<file path="config.mk">
export PLATFORM = sky130hd
export DESIGN_NAME = soc_sysid_regs
export DESIGN_NICKNAME = d
export VERILOG_FILES = /design/src/rtl/soc_sysid_regs.sv
export SDC_FILE = /design/constraint.sdc
export NUM_CORES = 1
export LEC_CHECK = 0
export CAP_MARGIN = 20
export CORE_ASPECT_RATIO = 0.8
export CORE_MARGIN = 2
export CORE_UTILIZATION = 40
export DETAILED_ROUTE_END_ITERATION = 7
export PLACE_DENSITY = 0.73
export SLEW_MARGIN = 20
export SYNTH_ARGS = -nofsm -noshare
export SYNTH_HDL_FRONTEND = slang
export SYNTH_SLANG_ARGS = --single-unit
</file>
<file path="constraint.sdc">
create_clock -name clock -period 3.35 [get_ports clock]
set_input_delay 0.67 -clock clock [delete_from_list [all_inputs] [get_ports clock]]
set_output_delay 0.67 -clock clock [all_outputs]
set_load 0.1 [all_outputs]
</file>
<file path="src/rtl/soc_sysid_regs.sv">
// soc_sysid_regs: system-identification register block on an Avalon-MM slave port.
// Fixed ID, build timestamp and capability word, plus software scratch words.
// Optional feature macro: SYSID_UPTIME_EN adds a 64-bit free-running uptime
// counter with an atomic LO/HI split read (hi_snap) and a CTRL.freeze bit.
// Without the macro, words 3..5 read 0, ignore writes, and CAPS[0] is 0.
module soc_sysid_regs #(
  parameter logic [31:0] ID_VALUE    = 32'hC0503000,
  parameter logic [31:0] TIMESTAMP   = 32'd1766243476,
  parameter int unsigned NUM_SCRATCH = 2,
  parameter int unsigned ADDR_W      = 4
) (
  input  logic              clock,
  input  logic              reset,
  input  logic [ADDR_W-1:0] address,
  input  logic              read,
  input  logic              write,
  input  logic [31:0]       writedata,
  input  logic [3:0]        byteenable,
  output logic [31:0]       readdata,
  output logic              readdatavalid
);

  // Register map, word addresses
  localparam logic [ADDR_W-1:0] A_ID      = ADDR_W'(0);
  localparam logic [ADDR_W-1:0] A_TSTAMP  = ADDR_W'(1);
  localparam logic [ADDR_W-1:0] A_CAPS    = ADDR_W'(2);
`ifdef SYSID_UPTIME_EN
  localparam logic [ADDR_W-1:0] A_UP_LO   = ADDR_W'(3);
  localparam logic [ADDR_W-1:0] A_UP_HI   = ADDR_W'(4);
  localparam logic [ADDR_W-1:0] A_CTRL    = ADDR_W'(5);
  localparam logic              UPTIME_PRESENT = 1'b1;
`else
  localparam logic              UPTIME_PRESENT = 1'b0;
`endif
  localparam int unsigned       SCR_BASE  = 8;

  localparam logic [7:0]  CAPS_VERSION = 8'h02;
  localparam logic [31:0] CAPS_VALUE   =
    {CAPS_VERSION, 8'(NUM_SCRATCH), 15'b0, UPTIME_PRESENT};

  // Replace only the byte lanes selected by be.
  function automatic logic [31:0] byte_merge(input logic [31:0] old_v,
                                             input logic [31:0] new_v,
                                             input logic [3:0]  be);
    logic [31:0] r;
    r = old_v;
    for (int unsigned b = 0; b < 4; b++) begin
      if (be[b]) r[8*b +: 8] = new_v[8*b +: 8];
    end
    return r;
  endfunction

  // ---------------------------------------------------------------------------
  // Scratch registers
  // ---------------------------------------------------------------------------
  logic [31:0] scratch_q [NUM_SCRATCH];
  logic [31:0] scratch_d [NUM_SCRATCH];

  // Scratch next-state: byte-lane merge on a write to the matching word
  always_comb begin
    scratch_d = scratch_q;
    for (int unsigned i = 0; i < NUM_SCRATCH; i++) begin
      if (write && (address == ADDR_W'(SCR_BASE + i))) begin
        scratch_d[i] = byte_merge(scratch_q[i], writedata, byteenable);
      end
    end
  end

  // Scratch state register
  always_ff @(posedge clock) begin
    if (reset) begin
      for (int unsigned i = 0; i < NUM_SCRATCH; i++) scratch_q[i] <= '0;
    end else begin
      scratch_q <= scratch_d;
    end
  end

`ifdef SYSID_UPTIME_EN
  // ---------------------------------------------------------------------------
  // Uptime counter, HI snapshot and freeze control
  // ---------------------------------------------------------------------------
  logic [63:0] cnt_q, cnt_d;
  logic [31:0] snap_q, snap_d;
  logic        freeze_q, freeze_d;
  logic        wr_lo, wr_hi, wr_ctrl, rd_lo;

  assign wr_lo   = write && (address == A_UP_LO);
  assign wr_hi   = write && (address == A_UP_HI);
  assign wr_ctrl = write && (address == A_CTRL);
  assign rd_lo   = read  && (address == A_UP_LO);

  // Counter next-state: a preload of either half suppresses the increment
  always_comb begin
    cnt_d = cnt_q;
    if (wr_lo || wr_hi) begin
      if (wr_lo) cnt_d[31:0]  = byte_merge(cnt_q[31:0],  writedata, byteenable);
      if (wr_hi) cnt_d[63:32] = byte_merge(cnt_q[63:32], writedata, byteenable);
    end else if (!freeze_q) begin
      cnt_d = cnt_q + 64'd1;
    end
  end

  // Snapshot and freeze next-state; snapshot takes the live HI seen by the LO read
  always_comb begin
    snap_d   = snap_q;
    freeze_d = freeze_q;
    if (rd_lo) snap_d = cnt_q[63:32];
    if (wr_ctrl && byteenable[0]) freeze_d = writedata[0];
  end

  // Uptime state registers
  always_ff @(posedge clock) begin
    if (reset) begin
      cnt_q    <= '0;
      snap_q   <= '0;
      freeze_q <= 1'b0;
    end else begin
      cnt_q    <= cnt_d;
      snap_q   <= snap_d;
      freeze_q <= freeze_d;
    end
  end
`endif

  // ---------------------------------------------------------------------------
  // Read path
  // ---------------------------------------------------------------------------
  logic [31:0] rdata_q, rdata_d;
  logic        rvalid_q;

  // Read mux over the current (pre-write) register state
  always_comb begin
    rdata_d = '0;
    case (address)
      A_ID:     rdata_d = ID_VALUE;
      A_TSTAMP: rdata_d = TIMESTAMP;
      A_CAPS:   rdata_d = CAPS_VALUE;
`ifdef SYSID_UPTIME_EN
      A_UP_LO:  rdata_d = cnt_q[31:0];
      A_UP_HI:  rdata_d = snap_q;
      A_CTRL:   rdata_d = {31'b0, freeze_q};
`endif
      default: begin
        for (int unsigned i = 0; i < NUM_SCRATCH; i++) begin
          if (address == ADDR_W'(SCR_BASE + i)) rdata_d = scratch_q[i];
        end
      end
    endcase
  end

  // Response register: fixed one-cycle latency, data held until the next read
  always_ff @(posedge clock) begin
    if (reset) begin
      rdata_q  <= '0;
      rvalid_q <= 1'b0;
    end else begin
      rvalid_q <= read;
      if (read) rdata_q <= rdata_d;
    end
  end

  assign readdata      = rdata_q;
  assign readdatavalid = rvalid_q;

endmodule

</file>
Word-level counts from Yosys, hierarchy flattened
Index checks and enable logic that the tools add are counted.
{"block": "totals", "regBits": 97, "in_bits": 44, "elab_cells": 28}
{"block": "op_classes", "n_eq_ne": 4, "mux": 3, "n_reduce_logical": 11}
{"operator": "32-bit one-hot mux with 3 select lines", "count": 1}
{"operator": "32-bit two-way mux", "count": 2}
{"operator": "2-bit AND reduction", "count": 8}
{"operator": "4-bit equality test (second input constant)", "count": 2}
{"operator": "4-bit by 1-bit equality test with 1-bit output (second input constant)", "count": 1}
{"operator": "4-bit by 2-bit equality test with 1-bit output (second input constant)", "count": 1}
{"operator": "4-bit logical NOT", "count": 1}
{"operator": "1-bit logical AND", "count": 2}

Longest topological paths before layout
{"block": "depth", "ltp_word": 4, "ltp_mapped": 6, "depth_no_buf": 4}

Worst setup path after synthesis
Ideal clock, no wire load.
{"block": "synth_path", "path_kind": "input-to-reg", "from": "input port address[0]", "to": "register scratch_q[42] (netlist name)", "setup_time_ns": 0.132, "t_arrival_ns": 1.831, "slack_ns": 1.387, "path_stages": 6, "n_path_buf": 3, "path_cell_list": "buf_6 > or4b_1 > buf_6 > buf_2 > o21ai_0 > a21oi_1"}
{"block": "synth_via", "elab_chain_len": 3}
{"element": "from (decl)", "line_no": "14", "text": "input logic [ADDR_W-1:0] address,"}
{"element": "4-bit equality test", "line_no": "63", "text": "if (write && (address == ADDR_W'(SCR_BASE + i))) begin"}
{"element": "1-bit logical AND", "line_no": "63"}
{"element": "2-bit AND reduction (no source line)"}
{"element": "to (signal assigned)", "line_no": "74", "text": "scratch_q <= scratch_d;"}
{"element": "to (decl)", "line_no": "56", "text": "logic [31:0] scratch_q [NUM_SCRATCH];"}
No other way between the ends.
A chain may end at the register's enable or synchronous reset.

Final worst setup path
{"block": "layout_path", "from": "input port address[1]", "to": "register scratch_q[20] (netlist name)"}
Same word-level chain as after synthesis.

==> impl_metrics.tcl <==
set metrics [dict create \
    gp_congestion 0.802 \
    crit_required_ps 3620 \
    cts-root-buf "clkbuf_16" \
    die_area_um2 10900 \
    power_density_nw_per_um2 472 \
    dp_cells 669 \
    grt_remaining_overflow 0 \
    synth_flop_cell "dfxtp_1" \
    synth_nets 526 \
    initialDrtViolationCount 230 \
    fin_crit_sh_pct 69.4 \
    drive_gt1_share_pct 16.8 \
    internal_power_uw 1820 \
    initial_core_util_pct 41.4 \
    async_flop_share_pct 0 \
    grt-busiest-layer "met2" \
    pwr-share-seq_pct 48.9 \
    vias 3545 \
    switching_share_pct 24.0 \
    postCtsSetupBuffers 0 \
    critPathCaptureType "flop" \
    cts_resized 0 \
    routed_wl_mm 10.6 \
    hold_path_class "reg -> reg" \
    ys_warn_count 0 \
    numCtsBuffers 9 \
    hold_viol 0 \
    grt_usage_pct 19.9 \
    synth_area_um2 4010 \
    dp_hpwl_mm 6.97 \
    clkPwrFrac_pct 41.9 \
    drcViolationCount 0 \
    cts.path.max_buffers 2 \
    io_buffers 76 \
    ys_seq_elements 97 \
    max_slew_margin_pct 39.8 \
    grt_start_max_net_pins 51 \
    num_rows 32 \
    skew_ps 7.33 \
    routed_via_density 5.18 \
    die_x_um 116 \
    use_met1_pct 27.6 \
    crit_type "in -> reg" \
    clkLatencyLatePin_ps 340 \
    cap_violations 0 \
    diodes 0 \
    use_met2_pct 31.4 \
    leakage_uw 0.00181 \
    synth_edf_count 0 \
    synth.largest_area_cell "dfxtp_1" \
    synth.avg_cell_area_um2 8.32 \
    path_clk_slew_ps 60 \
    ys_top_cells_by_count "dfxtp_1 (97), a21oi_1 (83), nand2_1 (82)" \
    rsz0062_at_grt "no" \
    worst_setup_path_start_kind "input port" \
    synth.most_common_cell "dfxtp_1" \
    arrival_ps 2600 \
    ant_nets 0 \
    ir_drop_uv 256 \
    fin_cells 684 \
    fillers 943 \
    synth.distinct_cells 27 \
    synthCells 482 \
    grt_pass1_wl_mm 16.9 \
    hold_buffers 0 \
    p_switching_uw 575 \
    firstDrtPassIters 4 \
    fin_nets 588 \
    syn_to_final_growth_pct 26.5 \
    numClockSinks 97 \
    fin_setup_tns_ps 0 \
    antenna_found_initial 0 \
    cts_tree "done" \
    io_pins 77 \
    yosys-top-cells-area "dfxtp_1 (48%), a21oi_1 (10%), o21ai_0 (8.0%)" \
    fmax_mhz 430 \
    globalRouteMet3Util_pct 4.54 \
    synth_top_area_share_pct 48.4 \
    die_y_um 93.6 \
    grt_pass1_vias 3425 \
    h-tree-depth 3 \
    post_drt_wl_per_cell_um 15.4 \
    power_frac_comb_pct 9.2 \
    tightestPinTransition_ps 904 \
    core_area_um2 9690 \
    crit_path_max_fanout 18 \
    status "completed" \
    fin_crit_ps 2330 \
    yosysSeqAreaShare_pct 48.4 \
    drv_slew 0 \
    setup_viol 0 \
]
-- metal layers --
metal | wire [µm] | vias to the layer above
met2 | 4860 | 107
met3 | 728 | 7
li1 | - | 1777
met5 | 0 | -
met4 | 53 | 0
met1 | 4930 | 1654
-- power groups by stage --
stage / Combinational (µW) / Clock [µW] / Sequential, µW
finish: 221 / 1000 / 1170
global route: 235 / 1060 / 1170
CTS: 220 / 1020 / 1170
detailed placement: 219 / 0 / 1200
global placement: 216 / 0 / 1200
floorplan: 81.7 / 0 / 1240
-- critical path, stage by stage --
cell and delay, ps:
clkdlybuf4s50_1 560, nand4bb_1 310, buf_4 250, nor2_1 520
nand2_1 120, a21oi_1 150
-- sequential cells by signal, indices dropped and copies added, names as in the netlist --
name,flops
scratch_q,64
readdatavalid,1
readdata,32
-- final timing paths --
path / from / end / slack, ps / cells past startpoint
max reg2reg: scratch_q[31]$_SDFFE_PP0P_ / readdata[31]$_SDFFE_PP0P_ / 2290 / 3
max: address[1] / scratch_q[20]$_SDFFE_PP0P_ / 1020 / 6
min reg2reg: scratch_q[50]$_SDFFE_PP0P_ / scratch_q[50]$_SDFFE_PP0P_ / 470 / 2
min: scratch_q[50]$_SDFFE_PP0P_ / scratch_q[50]$_SDFFE_PP0P_ / 470 / 2
-- per-stage QoR --
stage | hold WS [ps] | total power (µW) | instance area, µm² | util, % | setup slack, ps
after floorplan | 448 | 1320 | 4010 | - | 1390
after global placement | 458 | 1410 | 4790 | 49.4 | 829
after detailed placement | 464 | 1420 | 4790 | 49.4 | 733
after CTS | 474 | 2410 | 5080 | 52.4 | 1070
after global routing | 500 | 2470 | 5080 | 52.4 | 935
final | 474 | 2390 | 5080 | 52.4 | 1020
-- layout by cell type, fill, tap and decap left out, types with 2 or more instances in the layout --
cell type	instances
mux2i_1	4
clkdlybuf4s50_1	41
clkinvlp_4	3
nor3_1	3
nor2_4	4
dfxtp_1	97
nor2_1	27
nand2_1	82
a21oi_1	83
o21ai_0	64
buf_4	43
buf_2	2
nor2b_1	20
a31oi_1	12
nand2b_1	12
clkbuf_16	9
mux2_2	27
-- kinds of logic after synthesis --
group,synth area share (%)
buffers and inverters,3.96
AO/OA/AOI/OAI,21.1
flip-flops,48.4
AND/OR/NAND/NOR,18.0
multiplexers,8.57
-- final cells by class --
type	instances	area (µm²)	area share [%]
Clock inverter	5	57.6	1.13
Timing Repair Buffer	87	763	15.0
Clock buffer	10	229	4.51
Tap cell	136	170	3.35
Sequential cell	97	1940	38.2
Inverter	1	3.75	0.0739
Multi-Input combinational cell	348	1910	37.7
Power figures use the tool's default switching activity.
